--- src/rtl/pulse_stretcher.sv ---
// Stretches one-cycle event strobes into HOLD/GAP windows on a registered `out` level.
// Optional macro PULSE_QUEUE_EN: queue events arriving mid-window in a saturating counter.
module pulse_stretcher #(
  parameter int HOLD_CYCLES = 8,
  parameter int GAP_CYCLES  = 4,
  parameter int CNT_W       = 4
) (
  input  logic             clock,
  input  logic             reset,
  input  logic             pulse,
  output logic             out,
  output logic             busy,
  output logic [CNT_W-1:0] pending,
  output logic             dropped
);

  localparam int MAXC = (HOLD_CYCLES > GAP_CYCLES) ? HOLD_CYCLES : GAP_CYCLES;
  localparam int TW   = (MAXC > 1) ? $clog2(MAXC) : 1;
  localparam logic [TW-1:0] HOLD_LOAD = TW'(HOLD_CYCLES - 1);
  localparam logic [TW-1:0] GAP_LOAD  = TW'(GAP_CYCLES - 1);

  typedef enum logic [1:0] {
    IDLE = 2'd0,
    HOLD = 2'd1,
    GAP  = 2'd2
  } state_t;

  state_t        state;
  logic [TW-1:0] timer;
  logic          last_gap;
  logic          enq;
  logic          drop_nxt;

  // The last GAP cycle is where queued work (or a fresh pulse) restarts HOLD.
  assign last_gap = (state == GAP) && (timer == '0);
  // A pulse mid-window that is not consumed directly by the last-GAP restart.
  assign enq      = pulse && ((state == HOLD) || ((state == GAP) && (timer != '0)));

`ifdef PULSE_QUEUE_EN
  localparam logic [CNT_W-1:0] PEND_MAX = {CNT_W{1'b1}};

  logic [CNT_W-1:0] pend_q;
  logic [CNT_W-1:0] pend_nxt;
  logic             deq;

  function automatic logic [CNT_W-1:0] sat_inc(input logic [CNT_W-1:0] v);
    return (v == PEND_MAX) ? v : v + 1'b1;
  endfunction

  assign deq = last_gap && (pend_q != '0);

  always_comb begin
    pend_nxt = pend_q;
    drop_nxt = 1'b0;
    if (deq) begin
      // A coincident pulse replaces the replayed event, so the count holds.
      pend_nxt = pulse ? pend_q : pend_q - 1'b1;
    end else if (enq) begin
      if (pend_q == PEND_MAX) drop_nxt = 1'b1;
      else                    pend_nxt = sat_inc(pend_q);
    end
  end

  always_ff @(posedge clock) begin
    if (reset) pend_q <= '0;
    else       pend_q <= pend_nxt;
  end

  assign pending = pend_q;
`else
  assign drop_nxt = enq;
  assign pending  = '0;
`endif

  always_ff @(posedge clock) begin
    if (reset) begin
      state   <= IDLE;
      timer   <= '0;
      out     <= 1'b0;
      busy    <= 1'b0;
      dropped <= 1'b0;
    end else begin
      dropped <= drop_nxt;
      case (state)
        IDLE: begin
          if (pulse) begin
            state <= HOLD;
            timer <= HOLD_LOAD;
            out   <= 1'b1;
            busy  <= 1'b1;
          end
        end
        HOLD: begin
          if (timer == '0) begin
            state <= GAP;
            timer <= GAP_LOAD;
            out   <= 1'b0;
          end else begin
            timer <= timer - 1'b1;
          end
        end
        GAP: begin
          if (last_gap) begin
`ifdef PULSE_QUEUE_EN
            if (pend_q != '0 || pulse) begin
`else
            if (pulse) begin
`endif
              state <= HOLD;
              timer <= HOLD_LOAD;
              out   <= 1'b1;
            end else begin
              state <= IDLE;
              timer <= '0;
              busy  <= 1'b0;
            end
          end else begin
            timer <= timer - 1'b1;
          end
        end
        default: begin
          state <= IDLE;
          timer <= '0;
          out   <= 1'b0;
          busy  <= 1'b0;
        end
      endcase
    end
  end

endmodule

--- config.mk ---
export PLATFORM = sky130hd
export DESIGN_NAME = pulse_stretcher
export DESIGN_NICKNAME = d
export VERILOG_FILES = /design/src/rtl/pulse_stretcher.sv
export SDC_FILE = /design/constraint.sdc
export NUM_CORES = 1
export LEC_CHECK = 0
export CORE_AREA = 2 2 39 41
export DETAILED_ROUTE_END_ITERATION = 8
export DIE_AREA = 0 0 41 43
export PLACE_DENSITY = 0.72
export SYNTH_ARGS = -nofsm -noshare
export SYNTH_HDL_FRONTEND = slang
export SYNTH_SLANG_ARGS = --single-unit
export TNS_END_PERCENT = 100
--- constraint.sdc ---
create_clock -name clock -period 1.6 [get_ports clock]
set_input_delay 0.4 -clock clock [delete_from_list [all_inputs] [get_ports clock]]
set_output_delay 0.4 -clock clock [all_outputs]
set_load 0.005 [all_outputs]
# Yosys cells after proc, flatten, opt, wreduce, memory -nomap -nowiden
# Index checks and enable logic that the tools add are counted.
[word_totals]
wordCells = 41
inputBits = 3
regBits = 8
output_inout_bits = 7
[op_classes]
reduce_logical = 10
eq_ne = 6
bitwise_logic = 1
n_mux = 18
add_sub_neg = 1
[ops]
columns = ["op", "count"]
rows = [
  ["$mux W3", 4],
  ["$pmux W3 S3", 1],
  ["$mux W1", 7],
  ["$mux W2", 3],
  ["$ne A2 B2 Y1 const B", 3],
  ["$pmux W1 S3", 2],
  ["$pmux W2 S3", 1],
  ["$reduce_and A4 Y1", 1],
  ["$logic_and A1 B1 Y1", 3],
  ["$logic_not A3 Y1", 1],
  ["$reduce_and A3 Y1", 1],
  ["$reduce_bool A3 Y1", 1],
  ["$sub A3 B1 Y3 const B", 1],
  ["$eq A2 B1 Y1 const B", 1],
  ["$eq A2 B2 Y1 const B", 1],
  ["$logic_not A2 Y1", 1],
  ["$ne A2 B1 Y1 const B", 1],
  ["$reduce_and A2 Y1", 1],
  ["$logic_or A1 B1 Y1", 1],
  ["$not A1 Y1", 1],
]

# Logic depth before layout (Yosys ltp)
# Gate-level depths: netlist (run 1).
[depth]
ltp_word = 4
mapped_depth = 7
mapped_depth_nobuf = 6

# Worst setup path after synthesis (run 1)
# Ideal clock, no wire load.
[synth_path]
kind = "reg-to-reg"
from = "reg timer[0]"
to = "reg timer[2]"
t_arrival_ps = 1120
required_ps = 1472
setup_time_ps = 128
period_less_slack_ps = 1248
setup_slack_ps = 352
path_buffers = 1
path_stages_with_launch = 8
path_cell_list = "dfxtp_1 inv_1 ha_1 nand2b_1 buf_6 a21boi_0 o31ai_1 o31ai_1"
[synth_via]
elab_chain_len = 4
word_cells_on_any_way = 6
cone_classes = "add/sub (1); mux (3); reduce/logical (2)"
[synth_lines]
columns = ["element", "line_no", "source"]
rows = [
  ["start, declared", "29", "logic [TW-1:0] timer;"],
  ["start signal, assigned", "99", "timer <= timer - 1'b1;"],
  ["start signal, assigned", "118", "timer <= timer - 1'b1;"],
  ["branches (longest 3 deep; another with $sub A3 B1 Y3)", "--", ""],
  ["$pmux W3 S3 *", "84", "case (state)"],
]
# Every way passes the cells marked *.
# A chain may end at the register's enable or synchronous reset.

# Worst setup path in the final report (run 1)
[layout_path]
from = "reg out"
to = "out out"
[layout_rtl]
columns = ["element", "line_no", "source"]
rows = [
  ["start, declared", "11", "output logic out,"],
  ["start signal, assigned", "79", "out <= 1'b0;"],
  ["start signal, assigned", "89", "out <= 1'b1;"],
  ["start signal, assigned", "97", "out <= 1'b0;"],
]
# No word-level cell between the ends.

==> results_dict.tcl, run 1 <==
set metrics [dict create \
    holdPathEnd "busy$_SDFFE_PP0P_" \
    totalWireLength_um 933 \
    crit_required_ns 1.20 \
    fin_crit_sh 0.952 \
    cts_resized 0 \
    netlist_instances 61 \
    switching_share 0.341 \
    p_sw_mw 0.231 \
    worst-path-max-fanout 3 \
    yosysTopAreaCell "dfxtp_1" \
    area_growth_pct 15.9 \
    crit-reg2reg-capture "timer[2]$_SDFFE_PP0N_" \
    clk_pin_slew_worst_paths_ns 0.06 \
    clk_latency_ns 0.26 \
    cts_sinks 8 \
    max_freq_mhz 657 \
    synth_warnings 0 \
    die_area_um2 1760 \
    setup_ws_ns 0.0772 \
    power_frac_clock 0.238 \
    drv_slew 0 \
    cts_buffers 3 \
    grt.overflow.total 0 \
    gp_congestion 0.813 \
    status "completed" \
    rows 14 \
    power-per-cell-area_nw_per_um2 1180 \
    synthTopCellsByCount "dfxtp_1 (8), nor2_1 (7), inv_1 (5), a21oi_1 (4), buf_4 (4)" \
    postCtsSetupBuffers 0 \
    cts-root-buf "clkbuf_4" \
    start_util 0.357 \
    seqPwrFrac 0.400 \
    synth_edf_count 0 \
    setup_viol 0 \
    synthArstFlopShare 0 \
    p_int_mw 0.445 \
    h-tree-depth 1 \
    hold_ws_ns 0.591 \
    path_cells "clkdlybuf4s50_1" \
    critPathTopFamily "buffers and inverters" \
    die_w_um 41 \
    grt_pass1_vias 372 \
    critPathSlowestCell "clkdlybuf4s50_1" \
    min-delay-path-class "reg -> reg" \
    grt_max_degree 15 \
    ir_drop_uv 535 \
    antenna_found_initial 0 \
    period_needed_ns 1.52 \
    worstSetupPathType "reg -> out" \
    drive_gt1_frac 0.132 \
    crit_buf_inv 1 \
    dpl.hpwl_um 668 \
    grt_util_met1 0.195 \
    ys.flop_type "dfxtp_1" \
    grt_pass1_wl_um 1570 \
    num_antenna_cells 0 \
    postSynthAreaPerCell_um2 8.10 \
    ys_top_cells_by_area "dfxtp_1 (32%), buf_4 (6.1%), nor2_1 (5.3%), ha_1 (5.1%), a21oi_1 (4.1%)" \
    crit_start "out$_SDFFE_PP0P_" \
    dr.pass1.iters 6 \
    grt-busiest-layer "met1" \
    timing.rr.start "timer[1]$_SDFFE_PP0N_" \
    die_y_um 43 \
    syn_area_um2 494 \
    cp-end-kind "output port" \
    pin_count 10 \
    initialDrtViolationCount 4 \
    r2r_setup_slack_ns 0.16 \
    skew_ns 0.00319 \
    worstPathArrival_ns 1.12 \
    seq_area_frac_synth 0.324 \
    power_frac_comb 0.361 \
    vias 432 \
    cpPeakStageDelay_ns 0.51 \
    via_per_inst 5.14 \
    io_buffers 5 \
    hp-start "busy$_SDFFE_PP0P_" \
    maxCapViolCount 0 \
    ctsHoldBuffers 0 \
    cp-start-kind "flop" \
    finalHoldViolations 0 \
    tns_ns 0 \
    ant_nets 0 \
    gr-usage-met2 0.166 \
    cts_tree "built" \
    grt_util_met3 0.0471 \
    drcViolationCount 0 \
    p_leak_nw 0.255 \
    worstHoldPathCells 3 \
    yosysTopAreaCellShare 0.324 \
    coreArea_um2 1380 \
    yosysMostFrequentCell "dfxtp_1" \
    finalNetCount 75 \
    pre_cts_ws_ns 0.00566 \
    ys_types 30 \
    cts_buffer_depth 2 \
    reg2reg_depth 6 \
    grt.total_usage 0.132 \
    synth-seq-cells 8 \
    rsz0062_at_grt "no" \
    wl_per_cell_um 11.1 \
]
power by group through the flow:
stage	Combinational (mW)	Clock, mW	Sequential, mW
after floorplan	0.207	0	0.258
after global placement	0.238	0	0.274
after detailed placement	0.244	0	0.275
after CTS	0.246	0.161	0.271
after global routing	0.275	0.174	0.276
final	0.244	0.161	0.270
final cells by class:
class                   instances  area (um2)
fillers                       135         811
multi-input cells              43         272
flip-flops and latches          8         160
inverters                       5        18.8
clock buffers                   3        22.5
repair buffers                  9        80.1
well taps                      16        20.0
logic make-up (layout without fill, tap and decap cells):
group | count (synthesis) | count (layout) | share of synthesized area
adder cells (fa/ha/maj) | 2 | 2 | 0.0506
AO/OA/AOI/OAI | 18 | 18 | 0.253
buffers and inverters | 13 | 17 | 0.149
other | 1 | 4 | 0.00759
flip-flops | 8 | 8 | 0.324
AND/OR/NAND/NOR | 19 | 19 | 0.215
routing by layer:
metal  vias up  share of wire
met5         -              0
met4         0          0.012
met3         2          0.063
met2        15           0.44
met1       194           0.48
li1        221              -
cell usage in the layout, fill, tap and decap left out, types with 3 or more instances in the layout:
cell,instances
nor2_1,7
inv_1,5
conb_1,4
dfxtp_1,8
a21oi_1,4
clkdlybuf4s50_1,5
o21ai_0,3
buf_4,4
clkbuf_4,3
state kept, by name (all words and copies together), names as in the netlist:
name,flops
busy,1
timer,3
dropped,1
state,2
out,1
through the flow:
| step | std cells | cell area [um2] | util | power, mW |
|---|---|---|---|---|
| global route | 84 | 573 | 0.414 | 0.725 |
| floorplan | 64 | 505 | - | 0.464 |
| CTS | 84 | 573 | 0.414 | 0.678 |
| detailed placement | 81 | 551 | 0.398 | 0.519 |
| finish | 84 | 573 | 0.414 | 0.676 |
| global placement | 81 | 551 | 0.398 | 0.512 |
worst max-delay path by stage:
| stage | end | cells past startpoint |
|---|---|---|
| 2_1_floorplan | timer[2]$_SDFFE_PP0N_ | 7 |
| 3_3_place_gp | out$_SDFFE_PP0P_ | 5 |
| 3_5_place_dp | out$_SDFFE_PP0P_ | 5 |
| 4_1_cts | out | 1 |
| 5_1_grt | timer[2]$_SDFFE_PP0N_ | 6 |
| 6_report | out | 1 |
Power figures use the tool's default switching activity.
==> inputs of run 2 (changes only) <==
HOLD_SLACK_MARGIN = 0.08   (was default)
==> results of run 2 <==
No change in the layout: final DEF, timing and power equal those of run 1.
==> inputs of run 3 (changes only) <==
CAP_MARGIN = 30   (was default)
==> results of run 3 <==
No change in the layout: final DEF, timing and power equal those of run 1.
==> RTL edit (settings of run 1) <==
Set the parameter `GAP_CYCLES` to 2 (it was 4).
--- a/src/rtl/pulse_stretcher.sv
+++ b/src/rtl/pulse_stretcher.sv
@@ -3,5 +3,5 @@
 module pulse_stretcher #(
   parameter int HOLD_CYCLES = 8,
-  parameter int GAP_CYCLES  = 4,
+  parameter int GAP_CYCLES  = 2,
   parameter int CNT_W       = 4
 ) (
Check against the original RTL: same outputs for any inputs over 10 cycles, from zero or initial values and one cycle with reset high; that may be too few to reach the edited logic, so the function may still have changed.
==> RTL edit against run 1 <==
Total power increased by 2.9%. Wire length down 5.1%. Largest cell class unchanged. Sequential power rose by 3%. Cell count is 7.1% lower. Clock power shrank 2%. Worst setup slack better by 25 ps. Sequential cell count unchanged. Design area fell by 2.2%. Critical path type unchanged. Synthesized area up 2.5%. Global-route usage fell by 1.3 points. Fmax up 1.7%.
==> RTL edit: results (changes against run 1) <==
final_layout:
  antenna_cells: 0  # unchanged
  drive_gt1_share_pct: 17.7  # +4.5 points
  top_regs: "timer: 3 flops, state: 2 flops"
  nets: 69  # -8.0%
  fill_cells: 145  # +7.4%
pwr:
  ir_drop_v: 0.000519  # -3.0%
  p_leak_nw: 0.244  # -4.3%
clock_network:
  clk_latency_ps: 260  # about the same
  cts_resized: 0  # unchanged
  cts_buffer_depth: 2  # unchanged
  root_buffer: "clkbuf_4"
  numCtsBuffers: 3  # unchanged
  post_cts_buffers: 0  # unchanged
  clk_pin_slew_ps: 60  # about the same
  cts_max_level: 1  # unchanged
setup_path:
  rr_endpoint: "timer[2]"
  r2r.worst_path.cells: 6  # unchanged
  max_stage_delay_ps: 500
  r2r_start: "timer[0]"
  crit_fanout: 3  # unchanged
  cpMaxStageDelayCell: "clkdlybuf4s50_1"
  critical_path_arrival_ps: 1100  # -20 ps
  regToRegSetupSlack_ps: 170
  crit_family: "buffers and inverters"
synth:
  synth_async_sr_flop_share_pct: 0  # unchanged
  synth_xor_area_share_pct: 0  # unchanged
  synth_compound_area_share_pct: 24.0  # -1.4 points
  yosysSeqAreaShare_pct: 31.6  # -0.80 points
  synth_cell_type_count: 29  # -3.3%
  yosysWarnings: 0  # unchanged
  synth_common_cells: "dfxtp_1, a21oi_1, buf_4, nor2b_1"
  yosys.area_share.adder_pct: 4.94  # -0.13 points
  synthMuxAreaShare_pct: 2.22  # +2.2 points
  synth_area_leaders: "dfxtp_1, bufbuf_16, buf_4"
detailed_routing:
  first_pass_iters: 4  # -2
  dr.first_iter.drc_count: 8  # +4
  wl_per_cell_um: 11.3  # +2.2%
  viasPerCell: 4.99  # -3.0%
min_path:
  min_path_type: "reg2reg"
  hold_path_depth: 2  # -1
  worstHoldEndpoint: "busy"
  worstHoldStart: "busy"
global_routing:
  first_global_vias: 349  # -6.2%
  grt_max_degree: 12  # -3
  grt_first_pass_wirelength_um: 1410  # -9.7%
  antenna_found_initial: 0  # unchanged
  grt_usage_pct: 11.9  # -1.3 points
timing:
  hold_ws_ps: 555  # -36.7 ps
  clock_skew_ps: 8.92  # +5.73 ps
place:
  gp_congestion: 0.768  # -5.6%
  io_buffer_count: 5  # unchanged
  dp_hpwl_um: 620  # -7.1%
outcome:
  status: "completed"
## RTL edit: changes by cell type in the layout (fill, tap and decap cells not counted), sizes merged, moves of 2 or more
cell           run 1  this run
nor2               8         3
o31ai              2         0
buf                4         2
nor2b              2         4
a21boi             2         0
## RTL edit: worst min-delay path, cell delays in order (launching register included)
cell and delay [ps]:
dfxtp_1 320, o21bai_1 140, a21oi_1 60
## RTL edit: cell type report
type	count	area share, %
sequential	8	28.6
inverter	4	2.68
timing repair buffer	7	11.6
clock buffer	3	4.02
multi-input combinational	40	49.6
tap	16	3.57
## RTL edit: worst max path at each step
stage	start	to	slack, ps
6_report	busy	busy	100
5_1_grt	busy	busy	40
4_1_cts	busy	busy	90
3_5_place_dp	pulse	out	30
3_3_place_gp	pulse	out	30
2_1_floorplan	timer[0]	timer[2]	240
## RTL edit: logic make-up after synthesis
| family | after synthesis |
|---|---|
| mux | 1 |
| simple gates | 15 |
| buf+inv | 11 |
| other cells | 1 |
| fa+ha+maj | 2 |
| compound gates | 18 |
| flops | 8 |
## RTL edit: power breakdown
part	total [mW]	leakage (nW)	internal, mW	switching, mW
clock	0.157	0.0138	0.0860	0.0711
sequential	0.278	0.0665	0.238	0.0399
combinational	0.260	0.164	0.137	0.124
total	0.695	0.244	0.461	0.234
## RTL edit: layer usage
layer	wire, um	track usage (%)	vias up
met5	0	0	-
li1	-	-	203
met4	11	3.33	0
met3	73	6.28	2
met1	436	15.2	169
met2	364	16.9	15
## RTL edit: metrics by stage
step	setup slack, ps	total power [mW]	instances	utilization, %	cell area, um2
2_1_floorplan	242	0.498	59	-	518
3_3_place_gp	30.0	0.533	75	38.4	532
3_5_place_dp	31.7	0.537	75	38.4	532
4_1_cts	88.5	0.700	78	40.1	554
5_1_grt	43.0	0.752	78	40.5	561
6_report	102	0.695	78	40.5	561
